[src/rtl/i2c_rx_pkg.sv]
// Shared definitions for the oversampled I2C write-only frame receiver:
// FSM state encodings, SDA drive constants and the FIFO occupancy width helper.
package i2c_rx_pkg;

    localparam logic [2:0] ST_IDLE     = 3'd0;
    localparam logic [2:0] ST_ADDR     = 3'd1;
    localparam logic [2:0] ST_ADDR_ACK = 3'd2;
    localparam logic [2:0] ST_DATA     = 3'd3;
    localparam logic [2:0] ST_DATA_ACK = 3'd4;
    localparam logic [2:0] ST_IGNORE   = 3'd5;

    // Values of sda_oe for acknowledging (pull low) and not acknowledging (release)
    localparam logic OE_ACK  = 1'b1;
    localparam logic OE_NACK = 1'b0;

    // Bits needed to hold an occupancy count of 0..depth inclusive
    function automatic int lvl_width(input int depth);
        return $clog2(depth + 1);
    endfunction

endpackage

[src/rtl/sync_frame_fifo.sv]
// Single-clock frame FIFO with first-word-fall-through head, valid/ready pop
// and a registered occupancy count. Pushes while full and pops while empty
// are ignored.
module sync_frame_fifo
    import i2c_rx_pkg::*;
#(
    parameter int WIDTH = 32,
    parameter int DEPTH = 4
) (
    input  logic                          clk,
    input  logic                          rst_n,
    input  logic                          srst,
    input  logic                          push,
    input  logic [WIDTH-1:0]              push_data,
    input  logic                          pop,
    output logic [WIDTH-1:0]              head_data,
    output logic                          valid,
    output logic [lvl_width(DEPTH)-1:0]   level,
    output logic                          full
);

    localparam int AW = $clog2(DEPTH);
    localparam int LW = lvl_width(DEPTH);

    logic [WIDTH-1:0] mem_r [DEPTH];
    logic [AW-1:0]    wr_ptr_r;
    logic [AW-1:0]    rd_ptr_r;
    logic [LW-1:0]    count_r;
    logic [LW-1:0]    count_next_s;
    logic             valid_r;
    logic             do_push_s;
    logic             do_pop_s;

    assign full      = (count_r == LW'(DEPTH));
    assign level     = count_r;
    assign valid     = valid_r;
    assign head_data = mem_r[rd_ptr_r];

    // Qualify push/pop against full/empty and compute the next occupancy
    always_comb begin
        do_push_s    = push && (count_r != LW'(DEPTH));
        do_pop_s     = pop && (count_r != {LW{1'b0}});
        count_next_s = count_r;
        case ({do_push_s, do_pop_s})
            2'b10:   count_next_s = count_r + LW'(1);
            2'b01:   count_next_s = count_r - LW'(1);
            default: count_next_s = count_r;
        endcase
    end

    // Storage array; contents need no reset because valid gates the head
    always_ff @(posedge clk) begin
        if (do_push_s) begin
            mem_r[wr_ptr_r] <= push_data;
        end
    end

    // Pointers, occupancy and registered valid flag
    always_ff @(posedge clk or negedge rst_n) begin
        if (!rst_n) begin
            wr_ptr_r <= {AW{1'b0}};
            rd_ptr_r <= {AW{1'b0}};
            count_r  <= {LW{1'b0}};
            valid_r  <= 1'b0;
        end else if (srst) begin
            wr_ptr_r <= {AW{1'b0}};
            rd_ptr_r <= {AW{1'b0}};
            count_r  <= {LW{1'b0}};
            valid_r  <= 1'b0;
        end else begin
            if (do_push_s) begin
                wr_ptr_r <= wr_ptr_r + AW'(1);
            end
            if (do_pop_s) begin
                rd_ptr_r <= rd_ptr_r + AW'(1);
            end
            count_r <= count_next_s;
            valid_r <= (count_next_s != {LW{1'b0}});
        end
    end

endmodule

[src/rtl/i2c_slave_frame_rx.sv]
// Write-only I2C slave receiver, fully synchronous to CLK with SCL/SDA
// oversampled. Matches SLAVE_ADDR, ACKs bytes, assembles FRAME_BYTES-byte
// frames (first byte in the MSBs) and queues them in a FIFO_DEPTH FIFO.
// Optional feature macro: I2C_GEN_CALL_EN -- also accept the general call
// address 7'h00 (write) and tag each queued frame with a gen_call bit.
module i2c_slave_frame_rx
    import i2c_rx_pkg::*;
#(
    parameter logic [6:0] SLAVE_ADDR  = 7'h42,
    parameter int         FRAME_BYTES = 4,
    parameter int         FIFO_DEPTH  = 4,
    parameter int         SYNC_STAGES = 2
) (
    input  logic                              CLK,
    input  logic                              RST,
    input  logic                              scl_in,
    input  logic                              sda_in,
    output logic                              sda_oe,
    output logic [FRAME_BYTES*8-1:0]          frame_data,
    output logic                              frame_valid,
    input  logic                              frame_ready,
    output logic [lvl_width(FIFO_DEPTH)-1:0]  fifo_level,
    output logic                              busy,
    output logic                              ovf_pulse,
    output logic                              partial_pulse,
    output logic [2:0]                        state_out
`ifdef I2C_GEN_CALL_EN
    ,
    output logic                              gen_call
`endif
);

    localparam int         FRAME_W     = FRAME_BYTES * 8;
    localparam logic [3:0] LAST_BYTE_C = 4'(FRAME_BYTES - 1);
`ifdef I2C_GEN_CALL_EN
    localparam int         ENTRY_W     = FRAME_W + 1;
`else
    localparam int         ENTRY_W     = FRAME_W;
`endif

    logic [SYNC_STAGES-1:0] scl_sync_r;
    logic [SYNC_STAGES-1:0] sda_sync_r;
    logic                   scl_prev_r;
    logic                   sda_prev_r;
    logic                   scl_s;
    logic                   sda_s;
    logic                   scl_rise_s;
    logic                   scl_fall_s;
    logic                   start_s;
    logic                   stop_s;

    logic [2:0]             state_r;
    logic [2:0]             bit_cnt_r;
    logic [3:0]             byte_cnt_r;
    logic [6:0]             shift_r;
    logic                   ack_phase_r;
    logic [FRAME_W-1:0]     frame_r;
    logic [FRAME_W-1:0]     frame_next_s;
    logic [7:0]             byte_s;
    logic                   addr_hit_s;
    logic                   push_r;
    logic                   fifo_full_s;
    logic [ENTRY_W-1:0]     push_data_s;
    logic [ENTRY_W-1:0]     head_s;
`ifdef I2C_GEN_CALL_EN
    logic                   gen_call_r;
`endif

    assign scl_s      = scl_sync_r[SYNC_STAGES-1];
    assign sda_s      = sda_sync_r[SYNC_STAGES-1];
    assign scl_rise_s = scl_s & ~scl_prev_r;
    assign scl_fall_s = ~scl_s & scl_prev_r;
    assign start_s    = scl_s & scl_prev_r & sda_prev_r & ~sda_s;
    assign stop_s     = scl_s & scl_prev_r & ~sda_prev_r & sda_s;
    assign byte_s     = {shift_r, sda_s};
    assign state_out  = state_r;

    // On the 8th address bit shift_r holds the 7 address bits and sda_s is R/W
`ifdef I2C_GEN_CALL_EN
    assign addr_hit_s = (sda_s == 1'b0) &&
                        ((shift_r == SLAVE_ADDR) || (shift_r == 7'h00));
    assign push_data_s = {gen_call_r, frame_r};
    assign frame_data  = head_s[FRAME_W-1:0];
    assign gen_call    = head_s[FRAME_W];
`else
    assign addr_hit_s  = (sda_s == 1'b0) && (shift_r == SLAVE_ADDR);
    assign push_data_s = frame_r;
    assign frame_data  = head_s;
`endif

    // Pad synchronisers plus one history flop each for edge detection
    always_ff @(posedge CLK or negedge RST) begin
        if (!RST) begin
            scl_sync_r <= {SYNC_STAGES{1'b1}};
            sda_sync_r <= {SYNC_STAGES{1'b1}};
            scl_prev_r <= 1'b1;
            sda_prev_r <= 1'b1;
        end else begin
            scl_sync_r <= {scl_sync_r[SYNC_STAGES-2:0], scl_in};
            sda_sync_r <= {sda_sync_r[SYNC_STAGES-2:0], sda_in};
            scl_prev_r <= scl_s;
            sda_prev_r <= sda_s;
        end
    end

    // Merge the just-completed byte into the assembly register at byte_cnt
    always_comb begin
        frame_next_s = frame_r;
        for (int b = 0; b < FRAME_BYTES; b++) begin
            if (byte_cnt_r == 4'(b)) begin
                frame_next_s[(FRAME_BYTES-1-b)*8 +: 8] = byte_s;
            end else begin
                frame_next_s[(FRAME_BYTES-1-b)*8 +: 8] = frame_r[(FRAME_BYTES-1-b)*8 +: 8];
            end
        end
    end

    // Bus protocol FSM: address match, ACK drive, byte assembly and frame push
    always_ff @(posedge CLK or negedge RST) begin
        if (!RST) begin
            state_r       <= ST_IDLE;
            bit_cnt_r     <= 3'd0;
            byte_cnt_r    <= 4'd0;
            shift_r       <= 7'd0;
            ack_phase_r   <= 1'b0;
            frame_r       <= {FRAME_W{1'b0}};
            sda_oe        <= OE_NACK;
            busy          <= 1'b0;
            ovf_pulse     <= 1'b0;
            partial_pulse <= 1'b0;
            push_r        <= 1'b0;
`ifdef I2C_GEN_CALL_EN
            gen_call_r    <= 1'b0;
`endif
        end else begin
            ovf_pulse     <= 1'b0;
            partial_pulse <= 1'b0;
            push_r        <= 1'b0;
            if (start_s || stop_s) begin
                // A partially assembled frame is discarded on any bus boundary
                if (byte_cnt_r != 4'd0) begin
                    partial_pulse <= 1'b1;
                end
                byte_cnt_r  <= 4'd0;
                bit_cnt_r   <= 3'd0;
                ack_phase_r <= 1'b0;
                sda_oe      <= OE_NACK;
                busy        <= 1'b0;
                state_r     <= start_s ? ST_ADDR : ST_IDLE;
            end else begin
                case (state_r)
                    ST_ADDR: begin
                        if (scl_rise_s) begin
                            shift_r   <= {shift_r[5:0], sda_s};
                            bit_cnt_r <= bit_cnt_r + 3'd1;
                            if (bit_cnt_r == 3'd7) begin
                                bit_cnt_r   <= 3'd0;
                                ack_phase_r <= 1'b0;
                                busy        <= addr_hit_s;
                                state_r     <= addr_hit_s ? ST_ADDR_ACK : ST_IGNORE;
`ifdef I2C_GEN_CALL_EN
                                gen_call_r  <= (shift_r == 7'h00);
`endif
                            end
                        end
                    end
                    ST_ADDR_ACK: begin
                        // Drive from the SCL fall after bit 8 to the following fall
                        if (scl_fall_s) begin
                            if (!ack_phase_r) begin
                                sda_oe      <= OE_ACK;
                                ack_phase_r <= 1'b1;
                            end else begin
                                sda_oe      <= OE_NACK;
                                ack_phase_r <= 1'b0;
                                bit_cnt_r   <= 3'd0;
                                state_r     <= ST_DATA;
                            end
                        end
                    end
                    ST_DATA: begin
                        if (scl_rise_s) begin
                            shift_r   <= {shift_r[5:0], sda_s};
                            bit_cnt_r <= bit_cnt_r + 3'd1;
                            if (bit_cnt_r == 3'd7) begin
                                bit_cnt_r   <= 3'd0;
                                frame_r     <= frame_next_s;
                                ack_phase_r <= 1'b0;
                                state_r     <= ST_DATA_ACK;
                            end
                        end
                    end
                    ST_DATA_ACK: begin
                        if (scl_fall_s && !ack_phase_r) begin
                            // A frame-completing byte with nowhere to go is NACKed and dropped
                            if (fifo_full_s && (byte_cnt_r == LAST_BYTE_C)) begin
                                ovf_pulse  <= 1'b1;
                                byte_cnt_r <= 4'd0;
                                state_r    <= ST_IGNORE;
                            end else begin
                                sda_oe      <= OE_ACK;
                                ack_phase_r <= 1'b1;
                            end
                        end else if (scl_rise_s && ack_phase_r) begin
                            if (byte_cnt_r == LAST_BYTE_C) begin
                                push_r     <= 1'b1;
                                byte_cnt_r <= 4'd0;
                            end else begin
                                byte_cnt_r <= byte_cnt_r + 4'd1;
                            end
                        end else if (scl_fall_s && ack_phase_r) begin
                            sda_oe      <= OE_NACK;
                            ack_phase_r <= 1'b0;
                            bit_cnt_r   <= 3'd0;
                            state_r     <= ST_DATA;
                        end
                    end
                    ST_IDLE, ST_IGNORE: begin
                        sda_oe <= OE_NACK;
                    end
                    default: begin
                        sda_oe  <= OE_NACK;
                        state_r <= ST_IDLE;
                    end
                endcase
            end
        end
    end

    sync_frame_fifo #(
        .WIDTH (ENTRY_W),
        .DEPTH (FIFO_DEPTH)
    ) u_fifo (
        .clk       (CLK),
        .rst_n     (RST),
        .srst      (1'b0),
        .push      (push_r),
        .push_data (push_data_s),
        .pop       (frame_ready),
        .head_data (head_s),
        .valid     (frame_valid),
        .level     (fifo_level),
        .full      (fifo_full_s)
    );

endmodule

[config.mk]
export PLATFORM = sky130hd
export DESIGN_NAME = i2c_slave_frame_rx
export DESIGN_NICKNAME = d
export VERILOG_FILES = /design/src/rtl/i2c_rx_pkg.sv /design/src/rtl/sync_frame_fifo.sv /design/src/rtl/i2c_slave_frame_rx.sv
export SDC_FILE = /design/constraint.sdc
export NUM_CORES = 1
export LEC_CHECK = 0
export CORE_ASPECT_RATIO = 0.9
export CORE_MARGIN = 2
export CORE_UTILIZATION = 54
export CTS_BUF_LIST = sky130_fd_sc_hd__clkbuf_8 sky130_fd_sc_hd__clkbuf_16
export CTS_CLUSTER_DIAMETER = 30
export DETAILED_ROUTE_END_ITERATION = 8
export PLACE_DENSITY = 0.76
export REMOVE_ABC_BUFFERS = 1
export SYNTH_ARGS = -nofsm -noshare
export SYNTH_HDL_FRONTEND = slang
export SYNTH_SLANG_ARGS = --single-unit
[constraint.sdc]
create_clock -name CLK -period 3.6 [get_ports CLK]
set_input_delay 0.36 -clock CLK [delete_from_list [all_inputs] [get_ports CLK]]
set_output_delay 0.36 -clock CLK [all_outputs]
set_load 0.01 [all_outputs]
==> results.py <==
metrics = {
    "cts": {
        "path_clk_slew_ps": 60,
        "postCtsSetupBuffers": 0,
        "cts_resized": 0,
        "hold_buffers": 0,
        "cts_buffers": 17,
        "clock_path_buffers": 2,
        "clock_sinks": 197,
        "clock-root-buffer": "clkbuf_16",
        "clk_latency_ps": 430,
        "cts_tree": "done",
        "h-tree-depth": 4,
    },
    "final_layout": {
        "fin_nets": 493,
        "final_layout_size_suffix_gt1_share_pct": 26.8,
        "areaGrowthSynthToFinish_pct": 15.9,
        "fin_area_um2": 9090,
        "diodes": 0,
    },
    "route": {
        "wire_per_inst_um": 19.3,
        "vias": 3915,
        "final_antenna_net_count": 0,
        "drt_iter0_drc": 364,
        "dr.pass1.iters": 4,
        "routed_wl_mm": 13.1,
        "drc": 0,
        "via_per_inst": 5.74,
    },
    "sta": {
        "final_hold_viol_count": 0,
        "drv_slew": 0,
        "tns_ps": 0,
        "skew_ps": 8.85,
        "setup_viol": 0,
        "period_minus_slack_ps": 2790,
        "grt_setup_unrepaired": "false",
        "relSlewSlack_pct": 33.7,
        "max_freq_ghz": 0.359,
        "finalCritPeriodShare_pct": 77.4,
        "fin_hold_ws_ps": 94.6,
        "tightest_slew_ps": 994,
    },
    "worst_setup_path": {
        "crit_family": "buffers and inverters",
        "endpoint_kind": "output port",
        "crit_required_ps": 3240,
        "crit_cells": 3,
        "start_kind": "flop",
        "r2r_cells": 10,
        "critical_path_class": "reg -> out",
        "path_cells": "buf_4 > mux4_2 > clkdlybuf4s50_1",
        "crit_arrival_ps": 2430,
        "slowest_delay_ps": 640,
        "worst-path-max-fanout": 12,
        "timing.critical_path.buf_inv": 2,
        "slowest_stage": "dfrtp_2",
    },
    "yosys": {
        "avgSynthCellArea_um2": 18.6,
        "synthCells": 422,
        "synth-seq-cells": 197,
        "ys_async_sr_fraction_pct": 35.0,
        "synth_top_flop_cell": "edfxtp_1",
        "synth_edf_count": 128,
        "netlist_area_um2": 7850,
        "yosysSeqAreaShare_pct": 71.1,
        "ys_warn_count": 0,
        "ys_types": 61,
    },
    "global_route": {
        "antenna_found_initial": 0,
        "grt.total_usage_pct": 19.0,
        "grt_pass1_vias": 4026,
        "grt_max_degree": 44,
        "grt_pass1_wl_mm": 21.8,
        "gr-total-overflow": 0,
    },
    "die": {
        "fp-row-count": 41,
        "ioPinCount": 48,
        "dieWidth_um": 131,
        "core_um2": 14100,
        "dieArea_um2": 15500,
        "initial_core_util_pct": 55.6,
        "die_h_um": 118,
    },
    "run": {
        "max_cap_violations": 0,
    },
    "power_and_ir_drop": {
        "p_per_area_nw_per_um2": 556,
        "switching_share_pct": 24.1,
        "p_comb_share_pct": 12.9,
        "power.share.sequential_pct": 51.5,
        "clkPwrFrac_pct": 35.6,
        "p_leak_nw": 3.12,
        "p_sw_mw": 1.22,
        "ir_drop_mv": 0.313,
        "p_int_mw": 3.83,
        "power_mw": 5.05,
    },
    "placement": {
        "post_dp_cell_area_um2": 8520,
        "routabilityCongestion": 0.957,
        "dp_hpwl_mm": 8.24,
        "portBuffers": 47,
    },
    "hold_path": {
        "hold_class": "in -> async",
    },
    "run_status": {
        "status": "finished clean",
    },
}
## layout by cell type (no fill, tap or decap), drive strengths merged, types with 6 or more instances in the layout
master and instances:
a21oi 6, and3 8, buf 6, clkbuf 22, clkdlybuf4s50 46, dfrtp 63, dfstp 6, edfxtp 128
ha 11, inv 21, mux2 41, mux4 32, nand2 10, nor2 8
## kinds of logic after synthesis
| logic type | count (synthesis) | share of synthesized area [%] |
|---|---|---|
| xor gates and xnor gates | 9 | 1.00 |
| and+or+nand+nor | 58 | 4.93 |
| AOI/OAI and AO/OA | 35 | 3.38 |
| DFF | 197 | 71.1 |
| muxes | 78 | 15.7 |
| buffers and inverters | 33 | 1.87 |
| adders and majority gates | 12 | 2.01 |
## cells in the mapped netlist, drive strengths merged, types with 2 or more instances
library cell	number	area share, %
a211oi	4	0.45
a21oi	6	0.38
a32o	2	0.26
and2	4	0.33
and3	8	0.70
and4bb	2	0.32
buf	12	0.86
clkbuf	5	0.24
dfrtp	63	20
dfstp	6	2.0
edfxtp	128	49
ha	11	1.8
inv	16	0.77
mux2	41	5.9
mux2i	5	0.64
mux4	32	9.2
nand2	10	0.48
nand2b	2	0.16
nand3	3	0.19
nor2	8	0.41
nor2b	2	0.16
nor3	2	0.13
nor3b	2	0.33
nor4	3	0.43
nor4b	2	0.22
o21ai	5	0.32
o22ai	2	0.16
or3	2	0.16
or3b	4	0.51
xnor2	5	0.56
xor2	4	0.45
## metrics by stage
step                std cells  util [%]  setup WS [ps]
global route              682      64.4            667
floorplan                 405         -           1130
global placement          650      60.4           1110
detailed placement        650      60.4           1040
finish                    682      64.4            815
CTS                       682      64.4            733
## final timing paths
path	endpoint	slack, ps	from
hold / removal	u_fifo.wr_ptr_r[1]	90	RST
setup / recovery	frame_data[17]	810	u_fifo.rd_ptr_r[0]
hold reg to reg	sda_sync_r[1]	360	sda_sync_r[0]
max in group asynchronous	sda_sync_r[0]	2670	RST
min in group CLK	sda_sync_r[0]	340	sda_in
setup reg to reg	u_fifo.valid	1050	u_fifo.level[1]
## registers in the layout, summed over array words and instances, names as in the netlist
signal	count
u_fifo.mem_r	128
u_fifo.valid	1
u_fifo.wr_ptr_r	2
sda_sync_r	2
sda_prev_r	1
ovf_pulse	1
push_r	1
scl_prev_r	1
u_fifo.rd_ptr_r	2
busy	1
shift_r	7
u_fifo.level	3
state_out	3
ack_phase_r	1
scl_sync_r	2
frame_r	32
bit_cnt_r	3
sda_oe	1
byte_cnt_r	4
partial_pulse	1
## power groups by stage
| stage | Clock (mW) | Combinational [mW] | Sequential (mW) |
|---|---|---|---|
| 2_1_floorplan | 0 | 0.326 | 2.72 |
| 3_3_place_gp | 0 | 0.650 | 2.64 |
| 3_5_place_dp | 0 | 0.667 | 2.65 |
| 4_1_cts | 1.83 | 0.669 | 2.61 |
| 5_1_grt | 1.93 | 0.709 | 2.62 |
| 6_report | 1.80 | 0.653 | 2.60 |
## layer usage
metal,track usage [%],vias to the layer above,wire length [µm]
li1,-,1774,-
met1,25.5,2038,5790
met2,29.7,87,6640
met3,5.57,16,537
met4,6.72,0,176
met5,0,-,0
## worst reg2reg max path, stage by stage (launching register included)
cell and delay (ps):
dfrtp_1 420, or3b_4 460, and2_2 240, inv_1 60, ha_1 160, inv_1 60
fa_1 370, xor2_1 140, nor2_1 60, xor2_1 150, or3_1 310
## cell type report
cell class	instances	area, µm²
tap	193	241
clock buffer	22	494
fill	962	5020
sequential	197	5580
timing repair buffer	52	515
clock inverter	10	78.8
inverter	16	60.1
multi-input combinational	192	2120
No activity file was read; power rests on OpenSTA's default activity.
